`src/rtl/line_pkg.sv`:
```
// Shared types and default sizes for the Bresenham line rasterizer.
package line_pkg;

    localparam int DEF_H_RES = 640;
    localparam int DEF_V_RES = 480;
    localparam int DEF_X_W   = 10;
    localparam int DEF_Y_W   = 9;
    localparam int DEF_ERR_W = ((DEF_X_W > DEF_Y_W) ? DEF_X_W : DEF_Y_W) + 3;

    typedef enum logic [1:0] {
        S_IDLE  = 2'd0,
        S_SETUP = 2'd1,
        S_DRAW  = 2'd2
    } state_t;

endpackage

```
`src/rtl/line_step.sv`:
```
// One Bresenham step: next position and error term, plus end-point detection.
module line_step #(
    parameter int X_W   = line_pkg::DEF_X_W,
    parameter int Y_W   = line_pkg::DEF_Y_W,
    parameter int ERR_W = line_pkg::DEF_ERR_W
) (
    input  logic                    i_sx_neg,
    input  logic                    i_sy_neg,
    input  logic        [X_W-1:0]   i_x,
    input  logic        [Y_W-1:0]   i_y,
    input  logic        [X_W-1:0]   i_x1,
    input  logic        [Y_W-1:0]   i_y1,
    input  logic signed [ERR_W-1:0] i_err,
    input  logic signed [ERR_W-1:0] i_dx,
    input  logic signed [ERR_W-1:0] i_dy,
    output logic        [X_W-1:0]   o_x,
    output logic        [Y_W-1:0]   o_y,
    output logic signed [ERR_W-1:0] o_err,
    output logic                    o_at_end
);
    logic signed [ERR_W-1:0] w_e2;
    logic                    w_step_x;
    logic                    w_step_y;

    // Both decisions use the same e2, so diagonal steps update x and y together.
    assign w_e2     = i_err <<< 1;
    assign w_step_x = (w_e2 >= i_dy);
    assign w_step_y = (w_e2 <= i_dx);

    assign o_x = !w_step_x ? i_x : (i_sx_neg ? i_x - X_W'(1) : i_x + X_W'(1));
    assign o_y = !w_step_y ? i_y : (i_sy_neg ? i_y - Y_W'(1) : i_y + Y_W'(1));

    assign o_err    = i_err + (w_step_x ? i_dy : '0) + (w_step_y ? i_dx : '0);
    assign o_at_end = (o_x == i_x1) && (o_y == i_y1);

endmodule

```
`src/rtl/line_rasterizer.sv`:
```
// Latches a line request and emits one Bresenham pixel per clock toward the frame buffer.
module line_rasterizer
    import line_pkg::*;
#(
    parameter int H_RES = DEF_H_RES,
    parameter int V_RES = DEF_V_RES,
    parameter int X_W   = DEF_X_W,
    parameter int Y_W   = DEF_Y_W
) (
    input  logic           clk,
    input  logic           reset,
    input  logic           set,
    input  logic [X_W-1:0] x0,
    input  logic [X_W-1:0] x1,
    input  logic [Y_W-1:0] y0,
    input  logic [Y_W-1:0] y1,
    input  logic           colour_in,
    output logic [X_W-1:0] x,
    output logic [Y_W-1:0] y,
    output logic           colour,
    output logic           pixel_valid,
    output logic           busy,
    output logic           done
);
    localparam int ERR_W = ((X_W > Y_W) ? X_W : Y_W) + 3;

    state_t                  r_state;
    logic        [X_W-1:0]   r_x0, r_x1, r_x;
    logic        [Y_W-1:0]   r_y0, r_y1, r_y;
    logic signed [ERR_W-1:0] r_dx, r_dy, r_err;
    logic                    r_sx_neg, r_sy_neg;
    logic                    r_colour, r_pv, r_busy, r_done;

    logic        [X_W-1:0]   w_adx, w_nx;
    logic        [Y_W-1:0]   w_ady, w_ny;
    logic signed [ERR_W-1:0] w_dx, w_dy, w_nerr;
    logic                    w_sx_neg, w_sy_neg, w_at_end;

    function automatic logic in_range(input logic [X_W-1:0] px, input logic [Y_W-1:0] py);
        return (int'(px) < H_RES) && (int'(py) < V_RES);
    endfunction

    assign w_sx_neg = (r_x1 < r_x0);
    assign w_sy_neg = (r_y1 < r_y0);
    assign w_adx    = w_sx_neg ? (r_x0 - r_x1) : (r_x1 - r_x0);
    assign w_ady    = w_sy_neg ? (r_y0 - r_y1) : (r_y1 - r_y0);
    assign w_dx     = $signed({{(ERR_W-X_W){1'b0}}, w_adx});
    assign w_dy     = -$signed({{(ERR_W-Y_W){1'b0}}, w_ady});

    line_step #(.X_W(X_W), .Y_W(Y_W), .ERR_W(ERR_W)) u_step (
        .i_sx_neg (r_sx_neg),
        .i_sy_neg (r_sy_neg),
        .i_x      (r_x),
        .i_y      (r_y),
        .i_x1     (r_x1),
        .i_y1     (r_y1),
        .i_err    (r_err),
        .i_dx     (r_dx),
        .i_dy     (r_dy),
        .o_x      (w_nx),
        .o_y      (w_ny),
        .o_err    (w_nerr),
        .o_at_end (w_at_end)
    );

    always_ff @(posedge clk or negedge reset) begin
        if (!reset) begin
            r_state  <= S_IDLE;
            r_x0     <= '0;
            r_x1     <= '0;
            r_y0     <= '0;
            r_y1     <= '0;
            r_x      <= '0;
            r_y      <= '0;
            r_dx     <= '0;
            r_dy     <= '0;
            r_err    <= '0;
            r_sx_neg <= 1'b0;
            r_sy_neg <= 1'b0;
            r_colour <= 1'b0;
            r_pv     <= 1'b0;
            r_busy   <= 1'b0;
            r_done   <= 1'b0;
        end else begin
            case (r_state)
                S_IDLE: begin
                    if (set) begin
                        r_x0     <= x0;
                        r_x1     <= x1;
                        r_y0     <= y0;
                        r_y1     <= y1;
                        r_colour <= colour_in;
                        r_busy   <= 1'b1;
                        r_state  <= S_SETUP;
                    end
                end
                S_SETUP: begin
                    r_dx     <= w_dx;
                    r_dy     <= w_dy;
                    r_err    <= w_dx + w_dy;
                    r_sx_neg <= w_sx_neg;
                    r_sy_neg <= w_sy_neg;
                    r_x      <= r_x0;
                    r_y      <= r_y0;
                    r_pv     <= in_range(r_x0, r_y0);
                    r_done   <= (r_x0 == r_x1) && (r_y0 == r_y1);
                    r_state  <= S_DRAW;
                end
                S_DRAW: begin
                    // r_done marks that the end pixel is already on the outputs.
                    if (r_done) begin
                        r_pv    <= 1'b0;
                        r_done  <= 1'b0;
                        r_busy  <= 1'b0;
                        r_state <= S_IDLE;
                    end else begin
                        r_x    <= w_nx;
                        r_y    <= w_ny;
                        r_err  <= w_nerr;
                        r_pv   <= in_range(w_nx, w_ny);
                        r_done <= w_at_end;
                    end
                end
                default: r_state <= S_IDLE;
            endcase
        end
    end

    assign x           = r_x;
    assign y           = r_y;
    assign colour      = r_colour;
    assign pixel_valid = r_pv;
    assign busy        = r_busy;
    assign done        = r_done;

endmodule

```
`config.mk`:
```
export PLATFORM = sky130hd
export DESIGN_NAME = line_rasterizer
export DESIGN_NICKNAME = d
export VERILOG_FILES = /design/src/rtl/line_pkg.sv /design/src/rtl/line_step.sv /design/src/rtl/line_rasterizer.sv
export SDC_FILE = /design/constraint.sdc
export NUM_CORES = 1
export LEC_CHECK = 0
export ABC_AREA = 1
export BUFFER_PORTS_ARGS = -buffer_cell sky130_fd_sc_hd__buf_2
export CORE_ASPECT_RATIO = 0.75
export CORE_MARGIN = 2
export CORE_UTILIZATION = 65
export DETAILED_ROUTE_END_ITERATION = 6
export GPL_TIMING_DRIVEN = 0
export PLACE_DENSITY_LB_ADDON = 0.05
export SLEW_MARGIN = 10
export SYNTH_ARGS = -nofsm -noshare
export SYNTH_HDL_FRONTEND = slang
export SYNTH_SLANG_ARGS = --single-unit
```
`constraint.sdc`:
```
create_clock -name clk -period 8.65 [get_ports clk]
set_clock_uncertainty 0.15 [all_clocks]
set_input_delay 1.2975 -clock clk [delete_from_list [all_inputs] [get_ports clk]]
set_output_delay 1.2975 -clock clk [all_outputs]
set_load 0.005 [all_outputs]
```
==> impl_metrics.sql <==
INSERT INTO impl_metrics (metric_group, metric, value, unit) VALUES
('floorplan', 'initial_core_util', '66.99', '%'),
('cts', 'postCtsSetupRepairBufs', '0', ''),
('finish', 'finalNonFillerCells', '1573', ''),
('finish', 'layout_commonest_cell', 'sky130_fd_sc_hd__nand2_1', ''),
('synth', 'synth_area_per_cell', '7.041', 'um^2'),
('setup_path', 'worst_path_most_repeated_cell', 'sky130_fd_sc_hd__nand2_1', ''),
('sta', 'grt_setup_unrepaired', 'no', ''),
('cts', 'cts-buffers-inserted', '9', ''),
('detailed_routing', 'final_antenna_net_count', '0', ''),
('finish', 'drive_gt1_share', '10.01', '%'),
('cts', 'maximum_number_of_buffers_from_clock_root_to_sink', '2', ''),
('synth', 'ys_warn_count', '0', ''),
('detailed_routing', 'drc', '0', ''),
('run', 'drv.max_cap_violation_count', '0', ''),
('sta', 'worst_margin_slew', '1.009', 'ns'),
('global_routing', 'gr-usage-all-layers', '38.16', '%'),
('cts', 'worst_setup_hold_path_clk_slew', '0.08', 'ns'),
('worst_hold_path', 'min_path_type', 'register to register', ''),
('setup_path', 'cp.arrival', '5.35', 'ns'),
('cts', 'ctsHtreeMaxLevel', '3', ''),
('sta', 'setup_tns', '0', 'ns'),
('detailed_routing', 'firstDrtPassIters', '5', ''),
('finish', 'multi_input_area', '0.005774', 'mm^2'),
('floorplan', 'dieWidth', '141.9', 'um'),
('run_status', 'status', 'finished, final reports clean', ''),
('setup_path', 'critical_path.max_stage_delay', '0.47', 'ns'),
('placed_design', 'placement.io_buffers', '64', ''),
('finish', 'seqCellArea', '0.002502', 'mm^2'),
('detailed_routing', 'routed_via_density', '5.802', ''),
('sta', 'final-setup-viol-count', '0', ''),
('detailed_routing', 'routed_length_per_placed_instance', '17.41', 'um'),
('global_routing', 'grt_pass1_wl', '44610', 'um'),
('sta', 'finalCritPeriodShare', '60.38', '%'),
('placed_design', 'place_congestion', '1.008', ''),
('detailed_routing', 'drt_iter0_drc', '909', ''),
('sta', 'slew_violations', '0', ''),
('finish', 'mostFrequentLayoutCells', 'sky130_fd_sc_hd__nand2_1 (296), sky130_fd_sc_hd__inv_1 (204), sky130_fd_sc_hd__nor2_1 (113)', ''),
('global_routing', 'first_global_vias', '8658', ''),
('finish', 'fill_cells', '1147', ''),
('synth', 'synth_area', '0.009273', 'mm^2'),
('cts', 'cts_tree', 'built', ''),
('global_routing', 'grt_max_degree', '69', ''),
('global_routing', 'grt_antenna_before_repair', '0', ''),
('setup_path', 'setup.worst_path.start_class', 'register', ''),
('detailed_routing', 'vias', '9126', ''),
('setup_path', 'critical_path.slowest_cell', 'sky130_fd_sc_hd__clkbuf_1', ''),
('setup_path', 'crit_fanout', '10', ''),
('floorplan', 'placeable_core_area', '0.01384', 'mm^2'),
('floorplan', 'rows', '37', ''),
('synth', 'post_synthesis_cells', '1317', ''),
('placed_design', 'place_hpwl', '21800', 'um'),
('cts', 'worst_skew_pair.late_latency', '0.36', 'ns'),
('global_routing', 'grt_remaining_overflow', '0', ''),
('floorplan', 'die-area', '0.01525', 'mm^2'),
('setup_path', 'setup.worst_path.class', 'register to register', ''),
('setup_path', 'setup.reg_to_reg.worst_slack', '3.43', 'ns'),
('cts', 'cts_repair_resize_count', '0', ''),
('finish', 'area_growth_syn_to_fin', '9.311', '%'),
('cts', 'root_driver', 'sky130_fd_sc_hd__clkbuf_16', ''),
('sta', 'period_needed', '5.222', 'ns'),
('synth', 'synthesis.nets', '1475', ''),
('placed_design', 'post-place-ws', '3.560', 'ns'),
('placed_design', 'dp.cells', '1557', ''),
('setup_path', 'worstPathRequired', '8.78', 'ns'),
('cts', 'cts.hold.buffers_added', '0', ''),
('setup_path', 'cp-end-kind', 'register', ''),
('detailed_routing', 'drt-total-wl', '27390', 'um'),
('sta', 'max-slew-margin-rel', '32.71', '%'),
('finish', 'number_of_antenna_diodes', '0', ''),
('synth', 'synth_sequential_area_ratio', '26.99', '%'),
('sta', 'final_hold_viol_count', '0', ''),
('floorplan', 'die_h', '107.4', 'um'),
('sta', 'finalWorstSetupSlack', '3.428', 'ns'),
('synth', 'count_of_state_elements_after_synthesis', '100', ''),
('sta', 'top_achievable_clock_speed', '191.5', 'MHz'),
('floorplan', 'ports_placed_on_the_boundary', '65', ''),
('synth', 'number_of_distinct_library_cell_variants_in_the_gate_level_netlist_after_synthesis', '53', ''),
('finish', 'fin_nets', '1551', ''),
('cts', 'cts_sinks', '100', '');
## per-stage QoR
step	hold slack, ns	utilization, %	instance area, um^2
floorplan	0.3030	-	9273
global placement	0.3184	70.88	9812
detailed placement	0.3294	71.13	9846
CTS	0.3507	73.23	10140
global route	0.3591	73.23	10140
finish	0.3456	73.23	10140
## path summary, 6_finish.rpt
kind                           start   endpoint  cells after the start
max                        r_err[11]  r_err[10]                     27
min                          r_dx[5]    r_dx[5]                      2
max reg2reg                r_err[11]  r_err[10]                     27
min reg2reg                  r_dx[5]    r_dx[5]                      2
max in group asynchronous      reset   r_dy[10]                      2
min in group asynchronous      reset       x[1]                      1
## worst max-delay path: cells and delay by family, from the launching register on
| kind | cells | cell delay [ns] |
|---|---|---|
| AO/OA/AOI/OAI | 6 | 1.23 |
| flip-flops | 1 | 0.43 |
| adder cells (fa/ha/maj) | 3 | 1.24 |
| buffers and inverters | 5 | 0.80 |
| AND/OR/NAND/NOR | 13 | 1.27 |
## layer usage
metal  vias up  GRT usage (%)  wire (um)
li1       4408              -          -
met1      4232          54.32      12280
met2       445          57.66      11360
met3        41          11.03       3228
met4         0          8.786        522
met5         -              0          0
## flip-flops by register name, indices dropped and copies added (netlist names)
signal       flops
r_y0             9
y                9
r_y1             9
done             1
r_x0            10
r_sx_neg         1
r_err           12
pixel_valid      1
r_dx            10
busy             1
x               10
r_sy_neg         1
colour           1
r_dy            13
r_state          2
r_x1            10
## area by class of cell
| cell class | instances | area share, % |
|---|---|---|
| repair buffers | 65 | 3.493 |
| flip-flops and latches | 100 | 24.69 |
| well taps | 175 | 2.160 |
| multi-input cells | 969 | 56.97 |
| inverters | 212 | 7.851 |
| plain buffers | 36 | 1.975 |
| clock inverters | 7 | 0.6419 |
| clock buffers | 9 | 2.222 |
## synthesized netlist by cell type, drive strengths merged
library cell  instances  area (um^2)
nand3b                2        15.01
o31ai                 1        7.510
buf                  14        116.4
o221ai                1        8.760
a21oi               114        589.3
o21bai                6        45.04
a221oi                2        17.52
nor3                  9        45.04
nor3b                 1        18.77
o21ai               102        514.2
nand4                 7        50.05
xor2                 36        322.8
ha                   98         1226
nor2                118        465.5
a211oi                1        7.510
and2                  2        15.02
a21o                  1        7.510
xnor2                10        87.58
o211ai                6        45.04
nand2               313         1241
nand3                89        470.5
nor4                  1        6.260
inv                 211        792.0
o2111ai               2        17.52
mux2                  1        11.26
clkbuf               22        83.83
clkinv                1        3.750
or2                   4        25.03
fa                   18        360.4
o22ai                11        68.82
a31oi                10        62.56
a21boi                3        22.52
dfrtp               100         2502
## cell families after synthesis
family	Yosys count	share of synthesized area, %
AOI/OAI and AO/OA	260	15.25
xor gates and xnor gates	46	4.426
adders and majority gates	116	17.11
buffers and inverters	248	10.74
DFF	100	26.99
muxes	1	0.1214
and+or+nand+nor	546	25.37
Power is not shown: default switching activity piles up to over one toggle a cycle in this logic, so the estimate is an artifact.
